`src/rtl/invsqrt_pkg.sv`:
```
// Shared definitions for the inverse-square-root datapath: float field
// layout, the constants used by the Newton refinement and FSM encoding.
package invsqrt_pkg;

    // Positive-only float: [30:23] biased exponent, [22:0] mantissa (hidden 1)
    localparam int EXP_W = 8;
    localparam int MAN_W = 23;
    localparam int FLT_W = 31;
    localparam int BIAS  = 127;

    localparam logic [FLT_W-1:0] THREE_HALVES = 31'h3FC00000;
    localparam logic [FLT_W-1:0] FLT_MAX      = 31'h7F7FFFFF;

    // Mantissa of 1.5 with the hidden bit at position 23
    localparam logic [MAN_W:0] THREE_HALVES_MAN = 24'hC00000;

    // Newton FSM encoding
    localparam logic [2:0] ST_IDLE   = 3'd0;
    localparam logic [2:0] ST_MUL_YY = 3'd1;
    localparam logic [2:0] ST_MUL_X2 = 3'd2;
    localparam logic [2:0] ST_SUB    = 3'd3;
    localparam logic [2:0] ST_MUL_Y  = 3'd4;

    typedef logic [FLT_W-1:0] flt_t;

    // Assemble a float from its exponent and mantissa fields
    function automatic flt_t fp_pack(input logic [EXP_W-1:0] e, input logic [MAN_W-1:0] m);
        return {e, m};
    endfunction

endpackage

```
`src/rtl/fp31_mul.sv`:
```
// Combinational multiply of two positive 31-bit floats. Mantissa is
// truncated; zero-exponent operands and underflow flush to 0, overflow
// saturates to the largest finite value.
module fp31_mul
    import invsqrt_pkg::*;
(
    input  logic [FLT_W-1:0] a,
    input  logic [FLT_W-1:0] b,
    output logic [FLT_W-1:0] p
);

    logic [MAN_W:0]       man_a;
    logic [MAN_W:0]       man_b;
    logic [2*MAN_W+1:0]   prod;
    logic [MAN_W-1:0]     man_p;
    logic signed [10:0]   exp_sum;
    logic                 unused_lsbs;

    // Full 24x24 mantissa product, normalised by its top bit
    always_comb begin
        man_a   = {1'b1, a[MAN_W-1:0]};
        man_b   = {1'b1, b[MAN_W-1:0]};
        prod    = {24'd0, man_a} * {24'd0, man_b};
        man_p   = prod[47] ? prod[46:24] : prod[45:23];
        exp_sum = $signed({3'b000, a[30:23]}) + $signed({3'b000, b[30:23]})
                - 11'sd127 + $signed({10'd0, prod[47]});
    end

    // Low product bits fall off the truncated mantissa
    assign unused_lsbs = ^prod[22:0];

    // Special-case selection: flush, underflow, saturate, normal
    always_comb begin
        if (a[30:23] == 8'd0 || b[30:23] == 8'd0) begin
            p = '0;
        end else if (exp_sum <= 11'sd0) begin
            p = '0;
        end else if (exp_sum >= 11'sd255) begin
            p = FLT_MAX;
        end else begin
            p = fp_pack(exp_sum[7:0], man_p);
        end
    end

endmodule

```
`src/rtl/invsqrt_pipe_newton.sv`:
```
// Newton-Raphson refinement of an inverse-square-root estimate.
// One shared multiplier is time-multiplexed over four FSM states per
// iteration: y <- y * (1.5 - x2*y*y). in_ready is high only when idle.
module invsqrt_pipe_newton
    import invsqrt_pkg::*;
#(
    parameter int ITERATIONS = 1
) (
    input  logic             clk,
    input  logic             rst,
    input  logic             in_valid,
    input  logic [FLT_W-1:0] x2,
    input  logic [FLT_W-1:0] y,
    output logic             in_ready,
    output logic [FLT_W-1:0] result,
    output logic             out_valid,
    output logic [7:0]       drop_cnt
);

    // Counter only has to distinguish "last step" from "one more step"
    localparam logic ITER_INIT = (ITERATIONS == 2) ? 1'b1 : 1'b0;

    logic [2:0]       state_reg;
    logic [FLT_W-1:0] xr_reg;
    logic [FLT_W-1:0] yr_reg;
    logic [FLT_W-1:0] t_reg;
    logic             iter_reg;
    logic [FLT_W-1:0] result_reg;
    logic             out_valid_reg;
    logic [7:0]       drop_cnt_reg;

    logic [FLT_W-1:0] mul_a;
    logic [FLT_W-1:0] mul_b;
    logic [FLT_W-1:0] mul_p;

    logic [FLT_W-1:0] sub_res;
    logic [EXP_W-1:0] sub_shift;
    logic [MAN_W:0]   sub_aligned;
    logic [MAN_W:0]   sub_diff;
    logic [MAN_W:0]   sub_norm;
    logic [4:0]       sub_lz;
    logic             sub_found;
    logic [EXP_W-1:0] sub_exp;
    logic             unused_hidden;

    assign in_ready  = (state_reg == ST_IDLE);
    assign result    = result_reg;
    assign out_valid = out_valid_reg;
    assign drop_cnt  = drop_cnt_reg;

    // Steer the shared multiplier operands by state
    always_comb begin
        mul_a = yr_reg;
        mul_b = yr_reg;
        case (state_reg)
            ST_MUL_YY: begin
                mul_a = yr_reg;
                mul_b = yr_reg;
            end
            ST_MUL_X2: begin
                mul_a = xr_reg;
                mul_b = t_reg;
            end
            ST_MUL_Y: begin
                mul_a = yr_reg;
                mul_b = t_reg;
            end
            default: begin
                mul_a = yr_reg;
                mul_b = yr_reg;
            end
        endcase
    end

    fp31_mul u_mul (
        .a (mul_a),
        .b (mul_b),
        .p (mul_p)
    );

    // 1.5 - t: align t to exponent 127, subtract, renormalise
    always_comb begin
        sub_res     = THREE_HALVES;
        sub_shift   = 8'd127 - t_reg[30:23];
        sub_aligned = '0;
        sub_diff    = '0;
        sub_norm    = '0;
        sub_lz      = '0;
        sub_found   = 1'b0;
        sub_exp     = '0;
        if (t_reg[30:23] == 8'd0) begin
            sub_res = THREE_HALVES;
        end else if (t_reg >= THREE_HALVES) begin
            sub_res = '0;
        end else if (sub_shift >= 8'd25) begin
            sub_res = THREE_HALVES;
        end else begin
            sub_aligned = {1'b1, t_reg[MAN_W-1:0]} >> sub_shift;
            sub_diff    = THREE_HALVES_MAN - sub_aligned;
            for (int i = MAN_W; i >= 0; i--) begin
                if (!sub_found) begin
                    if (sub_diff[i]) begin
                        sub_found = 1'b1;
                    end else begin
                        sub_lz = sub_lz + 5'd1;
                    end
                end
            end
            sub_norm = sub_diff << sub_lz;
            sub_exp  = 8'd127 - {3'b000, sub_lz};
            sub_res  = fp_pack(sub_exp, sub_norm[MAN_W-1:0]);
        end
    end

    // The normalised hidden bit is implied by the exponent
    assign unused_hidden = sub_norm[MAN_W];

    // Newton FSM: accept, three arithmetic steps, then update y or finish
    always_ff @(posedge clk or posedge rst) begin
        if (rst) begin
            state_reg     <= ST_IDLE;
            xr_reg        <= '0;
            yr_reg        <= '0;
            t_reg         <= '0;
            iter_reg      <= 1'b0;
            result_reg    <= '0;
            out_valid_reg <= 1'b0;
        end else begin
            out_valid_reg <= 1'b0;
            case (state_reg)
                ST_IDLE: begin
                    if (in_valid) begin
                        xr_reg    <= x2;
                        yr_reg    <= y;
                        iter_reg  <= ITER_INIT;
                        state_reg <= ST_MUL_YY;
                    end
                end
                ST_MUL_YY: begin
                    t_reg     <= mul_p;
                    state_reg <= ST_MUL_X2;
                end
                ST_MUL_X2: begin
                    t_reg     <= mul_p;
                    state_reg <= ST_SUB;
                end
                ST_SUB: begin
                    t_reg     <= sub_res;
                    state_reg <= ST_MUL_Y;
                end
                ST_MUL_Y: begin
                    yr_reg <= mul_p;
                    if (iter_reg != 1'b0) begin
                        iter_reg  <= iter_reg - 1'b1;
                        state_reg <= ST_MUL_YY;
                    end else begin
                        result_reg    <= mul_p;
                        out_valid_reg <= 1'b1;
                        state_reg     <= ST_IDLE;
                    end
                end
                default: begin
                    state_reg <= ST_IDLE;
                end
            endcase
        end
    end

    // Count operands offered while busy, saturating at 255
    always_ff @(posedge clk or posedge rst) begin
        if (rst) begin
            drop_cnt_reg <= '0;
        end else if (in_valid && (state_reg != ST_IDLE) && (drop_cnt_reg != 8'hFF)) begin
            drop_cnt_reg <= drop_cnt_reg + 8'd1;
        end
    end

endmodule
```
`config.mk`:
```
export PLATFORM = sky130hd
export DESIGN_NAME = invsqrt_pipe_newton
export DESIGN_NICKNAME = d
export VERILOG_FILES = /design/src/rtl/invsqrt_pkg.sv /design/src/rtl/fp31_mul.sv /design/src/rtl/invsqrt_pipe_newton.sv
export SDC_FILE = /design/constraint.sdc
export NUM_CORES = 2
export LEC_CHECK = 0
export BUFFER_PORTS_ARGS = -buffer_cell sky130_fd_sc_hd__buf_4
export CAP_MARGIN = 20
export CORE_ASPECT_RATIO = 1.4
export CORE_MARGIN = 2
export CORE_UTILIZATION = 30
export DETAILED_ROUTE_END_ITERATION = 8
export PLACE_DENSITY = 0.49
export SETUP_SLACK_MARGIN = 0.5
export SYNTH_ARGS = -nofsm -noshare
export SYNTH_HDL_FRONTEND = slang
export SYNTH_HIERARCHICAL = 1
export SYNTH_SLANG_ARGS = --single-unit
```
`constraint.sdc`:
```
create_clock -name clk -period 30.2 [get_ports clk]
set_input_delay 6.04 -clock clk [delete_from_list [all_inputs] [get_ports clk]]
set_output_delay 6.04 -clock clk [all_outputs]
set_load 0.005 [all_outputs]
```
=== Word-level counts from Yosys, hierarchy flattened ===
Cells that the tools add are included.
W data, S select, Z words.

* Shift operators: 2
* Eq/ne operators: 6
* Reduce and logical (&&, ||, !) cells: 15
* Muxes and demuxes: 253
* Magnitude comparators: 4
* Multiply operators: 1
* $add $sub $neg: 31
* Bitwise gates (word level): 1

{| class="wikitable"
|+ Operator list
! cell !! number
|-
| $mux W5 || 118
|-
| $mux W31 || 9
|-
| $pmux W31 S2 || 2
|-
| $mux W1 || 120
|-
| $add A5 B1 Y5 const B || 23
|-
| $mul A24 B24 Y48 || 1
|-
| $ge A31 B30 Y1 const B || 1
|-
| $logic_not A8 Y1 || 3
|-
| $shl A24 B5 Y23 || 1
|-
| $shr A24 B8 Y24 || 1
|-
| $sub A24 B24 Y24 const A || 1
|-
| $mux W23 || 1
|-
| $pmux W3 S5 || 1
|-
| $add A11 B2 Y11 || 1
|-
| $ge A11 B9 Y1 const B || 1
|-
| $le A11 B1 Y1 const B || 1
|-
| $sub A11 B8 Y11 const B || 1
|-
| $add A8 B8 Y9 || 1
|-
| $add A8 B1 Y8 const B || 1
|-
| $ge A8 B5 Y1 const B || 1
|-
| $ne A8 B8 Y1 const B || 1
|-
| $sub A7 B5 Y8 const A || 1
|-
| $sub A7 B8 Y8 const A || 1
|-
| $eq A3 B2 Y1 const B || 2
|-
| other kinds (14) || 19
|}

* Input port bits: 65
* Flip-flop bits (word level): 137

=== Logic depth before layout (Yosys ltp) ===
* Depth in word-level cells: 150
* Gate-level depth with buffers: 80
* Gate-level depth less buffers: 75

=== By module ===
The synthesis kept the hierarchy.

{| class="wikitable"
|+ Modules (own cells, without submodules)
! module !! sequential area each (um2) !! area each (um2) !! times used !! cells each
|-
| fp31_mul || 0.0 || 19647.6 || 1 || 2293
|-
| invsqrt_pipe_newton || 3403.3 || 12868.6 || 1 || 1562
|}

=== Worst setup path after synthesis ===
OpenSTA, ideal clock, no wires.

* Path type: register to register
* Start point: register t_reg[23]
* End point: register t_reg[21]
* Arrival time: 13.582 ns
* Period minus slack after synthesis: 13.721 ns
* Cell stages (with the launch flop): 72
* Data required time: 30.062 ns
* Library setup time: 0.138 ns
* Slack: 16.479 ns
* Cells stage by stage: dfrtp_1 > buf_6 > buf_6 > mux4_2 > a22oi_1 > o211a_1 > clkbuf_1 > ha_1 > o2111ai_1 > nor4_4 > nand3_1 > nor4_2 > xor2_1 > nand2_1 > inv_1 > ha_1 > nor2_1 > nor2_1 > [36 not listed] > o21ai_0 > a21oi_1 > and2_1 > clkbuf_1 > inv_1 > ha_1 > nor2_1 > nor2_1 > ha_1 > nand2_1 > maj3_2 > or4b_1 > o21ai_1 > o32ai_1 > xnor3_2 > buf_6 > o32ai_1 > a22oi_1

* Cells in the longest elaborated chain, start to end: 150

{| class="wikitable"
|+ Ends and longest elaborated chain
! item !! RTL line !! source
|-
| start: declaration || invsqrt_pipe_newton.sv:26 || <nowiki>logic [FLT_W-1:0] t_reg;</nowiki>
|-
| start signal: assignment || invsqrt_pipe_newton.sv:140 || <nowiki>t_reg <= mul_p;</nowiki>
|-
| start signal: assignment || invsqrt_pipe_newton.sv:144 || <nowiki>t_reg <= mul_p;</nowiki>
|-
| start signal: assignment || invsqrt_pipe_newton.sv:148 || <nowiki>t_reg <= sub_res;</nowiki>
|-
| $sub A7 B8 Y8 || invsqrt_pipe_newton.sv:84 || <nowiki>sub_shift = 8'd127 - t_reg[30:23];</nowiki>
|-
| $shr A24 B8 Y24 || invsqrt_pipe_newton.sv:98 || <nowiki>sub_aligned = {1'b1, t_reg[MAN_W-1:0]} >> sub_shift;</nowiki>
|-
| $sub A24 B24 Y24 || invsqrt_pipe_newton.sv:99 || <nowiki>sub_diff = THREE_HALVES_MAN - sub_aligned;</nowiki>
|-
| $mux W1 || invsqrt_pipe_newton.sv:102 || <nowiki>if (sub_diff[i]) begin</nowiki>
|-
| $mux W5 || invsqrt_pipe_newton.sv:95 || <nowiki>end else if (sub_shift >= 8'd25) begin</nowiki>
|-
| $mux W5 || invsqrt_pipe_newton.sv:93 || <nowiki>end else if (t_reg >= THREE_HALVES) begin</nowiki>
|-
| $mux W5 || invsqrt_pipe_newton.sv:91 || <nowiki>if (t_reg[30:23] == 8'd0) begin</nowiki>
|-
| $add A5 B1 Y5 || invsqrt_pipe_newton.sv:105 || <nowiki>sub_lz = sub_lz + 5'd1;</nowiki>
|-
| [134 not listed] || n/a ||
|-
| $mux W5 || invsqrt_pipe_newton.sv:95 ||
|-
| $mux W5 || invsqrt_pipe_newton.sv:93 ||
|-
| $mux W5 || invsqrt_pipe_newton.sv:91 ||
|-
| $shl A24 B5 Y23 || invsqrt_pipe_newton.sv:109 || <nowiki>sub_norm = sub_diff << sub_lz;</nowiki>
|-
| $mux W31 || invsqrt_pipe_newton.sv:95 ||
|-
| $mux W31 || invsqrt_pipe_newton.sv:93 ||
|-
| $mux W31 || invsqrt_pipe_newton.sv:91 ||
|-
| $pmux W31 S2 (*) || invsqrt_pipe_newton.sv:130 || <nowiki>case (state_reg)</nowiki>
|}

Mark *: on every way between the ends. The rest lies on a longest branch, timed or not. The select of a mux whose other input is x is not followed.
A chain may end at the register's enable or synchronous reset.

=== Worst setup path in the final report ===
* Start point: register t_reg[25]
* End point: register t_reg[19]

The elaborated chain is that of the path after synthesis.

==> run_results.csv <==
group,metric,value,unit
outcome,outcome,"finished clean",
synth,postSynthAreaPerCell,8.435,um^2
synth,async_flop_share,1.000,
synth,ys_top_cells_by_area,"fa_1 (30%), dfrtp_1 (10%), ha_1 (8.0%)",
setup_path,r2r_start,"t_reg[25]$_DFFE_PP0P_",
floorplan,die-area,0.1111,mm^2
global_route,grt_remaining_overflow,0,
routing,wl_per_cell,22.66,um
worst_hold_path,hold_path.class,"reg2reg",
setup_path,critPathKind,"reg2reg",
synth,synth_edf_count,0,
routing,drt_wl_total,119.5,mm
global_route,grt_max_degree,75,
synth,synth_top_area_frac,0.2968,
clocking,cts_resized,0,
timing,drv_slew,0,
routing,postRouteAntennaNets,0,
setup_path,crit_path_end_kind,"register",
floorplan,io_pins,106,
routing,first_pass_iters,5,
clocking,cts_sinks,136,
layout,drive_gt1_frac,0.09752,
floorplan,core-area,0.1073,mm^2
setup_path,arrival,16850,ps
clocking,cts_buffer_depth,2,
setup_path,slowest_delay,780,ps
floorplan,die_w,282.2,um
timing,fin_crit,16470,ps
global_route,grt_pass1_vias,28790,
clocking,cts_tree,"yes",
timing,worst_clock_skew,20.02,ps
timing,finalSetupViolCount,0,
global_route,grt_util_all_layers,0.2173,
routing,vias_per_cell,5.178,
job,drv_cap,0,
synth,synthCells,3855,
timing,slew_headroom,0.2815,
synth,synth_top_area_cell,"fa_1",
layout,syn_to_final_growth,8.000,%
clocking,postCtsSetupBuffers,0,
setup_path,critPathBufInv,3,
setup_path,critPathTopFamily,"simple AND/OR/NAND/NOR gates",
setup_path,reg2reg_depth,68,
timing,fin_tns_setup,0,ps
place,hpwlAfterDp,93.54,mm
setup_path,cp_max_fo,24,
setup_path,critPathSlowestCell,"dfrtp_1",
clocking,cts_made_buffers,17,
synth,synth-seq-area-share,0.1047,
synth,syn_nets,4610,
timing,fmax,60.71,MHz
timing,tightest_slew,1077,ps
synth,yosys_warnings,6,
place,place_congestion,0.9231,
layout,layout.nets,4577,
worst_hold_path,whs_path_depth,2,
setup_path,rrSetupSlack,13730,ps
place,io_buffers,105,
layout,fillerInstances,11590,
floorplan,initial_utilization,0.3030,
synth,yosysMostFrequentCell,"nand2_1",
routing,vias,27310,
synth,synth-main-ff-cell,"dfrtp_1",
synth,ys_seq_elements,136,
timing,period_share,0.5454,
synth,synth_common_cells,"nand2_1 (640), inv_1 (611), fa_1 (482)",
synth,syn_area,0.03252,mm^2
setup_path,regToRegEndpoint,"t_reg[19]$_DFFE_PP0P_",
setup_path,crit_required,30580,ps
global_route,grt_pass1_wl,181.6,mm
worst_hold_path,holdPathEnd,"result[9]$_DFFE_PP0P_",
setup_path,path_common_cell,"ha_1",
timing,hold_violations,0,
timing,rsz0062_at_grt,"no",
clocking,clkLatencyLatePin,470,ps
layout,antenna_cells,0,
clocking,postCtsHoldBufs,0,
clocking,cts_root_buf,"clkbuf_16",
routing,remaining_drc_errors,0,
floorplan,rows,142,
layout,multiInputGateArea,0.02601,mm^2
clocking,clk_pin_slew,70,ps
clocking,htree_levels,4,
worst_hold_path,min_from,"result[9]$_DFFE_PP0P_",
synth,yosysUniqueCellTypes,116,
global_route,antenna_found_initial,3,
setup_path,startpoint_type,"register",
layout,regArea,0.003405,mm^2
floorplan,dieHeight,393.5,um
routing,drt_iter0_markers,1722,
[tightest hold or removal path, delay by kind of cell (launching register included)]
| family | cells | cell delay, ps |
|---|---|---|
| AND/OR/NAND/NOR | 2 | 100 |
| flip-flops | 1 | 340 |
[cells in the final DEF, fill, tap and decap left out, types with 11 or more instances in the layout]
cell type,n
o21ai_0,87
fa_1,482
and2_1,230
a22oi_1,24
nor3_1,43
xnor2_1,80
o21ai_1,27
o21a_1,12
nor2_1,194
inv_1,609
nand3_1,90
and3_1,32
nor2b_1,14
a21oi_1,115
nand4_1,28
a21oi_2,12
or3_1,12
a31oi_1,23
mux2i_1,67
clkbuf_16,17
a21o_1,14
o211ai_1,21
nand2b_1,13
nor4_1,19
o22ai_1,17
ha_1,208
a211oi_1,11
dfrtp_1,135
xor2_1,36
nand2_1,640
mux2_2,108
or2_2,13
buf_4,137
[how the worst max path moves through the flow]
stage | start | end | slack [ps] | cells after the start
after floorplan | t_reg[23]$_DFFE_PP0P_ | t_reg[21]$_DFFE_PP0P_ | 16480 | 71
after global placement | t_reg[25]$_DFFE_PP0P_ | t_reg[16]$_DFFE_PP0P_ | 14050 | 68
after detailed placement | t_reg[25]$_DFFE_PP0P_ | t_reg[21]$_DFFE_PP0P_ | 13890 | 68
after CTS | t_reg[25]$_DFFE_PP0P_ | t_reg[21]$_DFFE_PP0P_ | 13810 | 68
after global routing | t_reg[25]$_DFFE_PP0P_ | t_reg[21]$_DFFE_PP0P_ | 12130 | 72
final | t_reg[25]$_DFFE_PP0P_ | t_reg[19]$_DFFE_PP0P_ | 13730 | 68
[cell type report]
type,count,share of cell area
multi-input combinational,2916,0.7406
clock inverter,15,0.003777
sequential,136,0.09695
clock buffer,17,0.01211
timing repair buffer,138,0.02961
tap,1440,0.05131
inverter,613,0.06566
[stage by stage]
step                        util  cell area (um^2)  std cells  setup slack [ps]  hold WS (ps)
after global placement    0.3219             34550       5242             14050         462.7
after floorplan                -             32520       3855             16480         461.5
final                     0.3272             35120       5275             13730         475.7
after global routing      0.3272             35120       5275             12130         501.0
after CTS                 0.3272             35120       5275             13810         482.5
after detailed placement  0.3220             34560       5243             13890         465.0
[routing by layer]
metal / track usage / share of wire
met1: 0.2684 / 0.41
met2: 0.3857 / 0.51
met3: 0.01748 / 0.032
met4: 0.09127 / 0.046
met5: 0 / 0.000084
[kinds of logic (layout without fill, tap and decap cells)]
logic type / count (synthesis) / after routing / share of synthesized area
adders and majority gates: 694 / 694 / 0.3781
and+or+nand+nor: 1401 / 1401 / 0.2076
xor gates and xnor gates: 135 / 135 / 0.04417
buffers and inverters: 803 / 783 / 0.09658
DFF: 136 / 136 / 0.1047
muxes: 181 / 181 / 0.06168
AOI/OAI and AO/OA: 505 / 505 / 0.1072
Power is left out: the tool's default activity adds up to more than one toggle a clock period on the data nets, which glitch-free logic cannot reach.
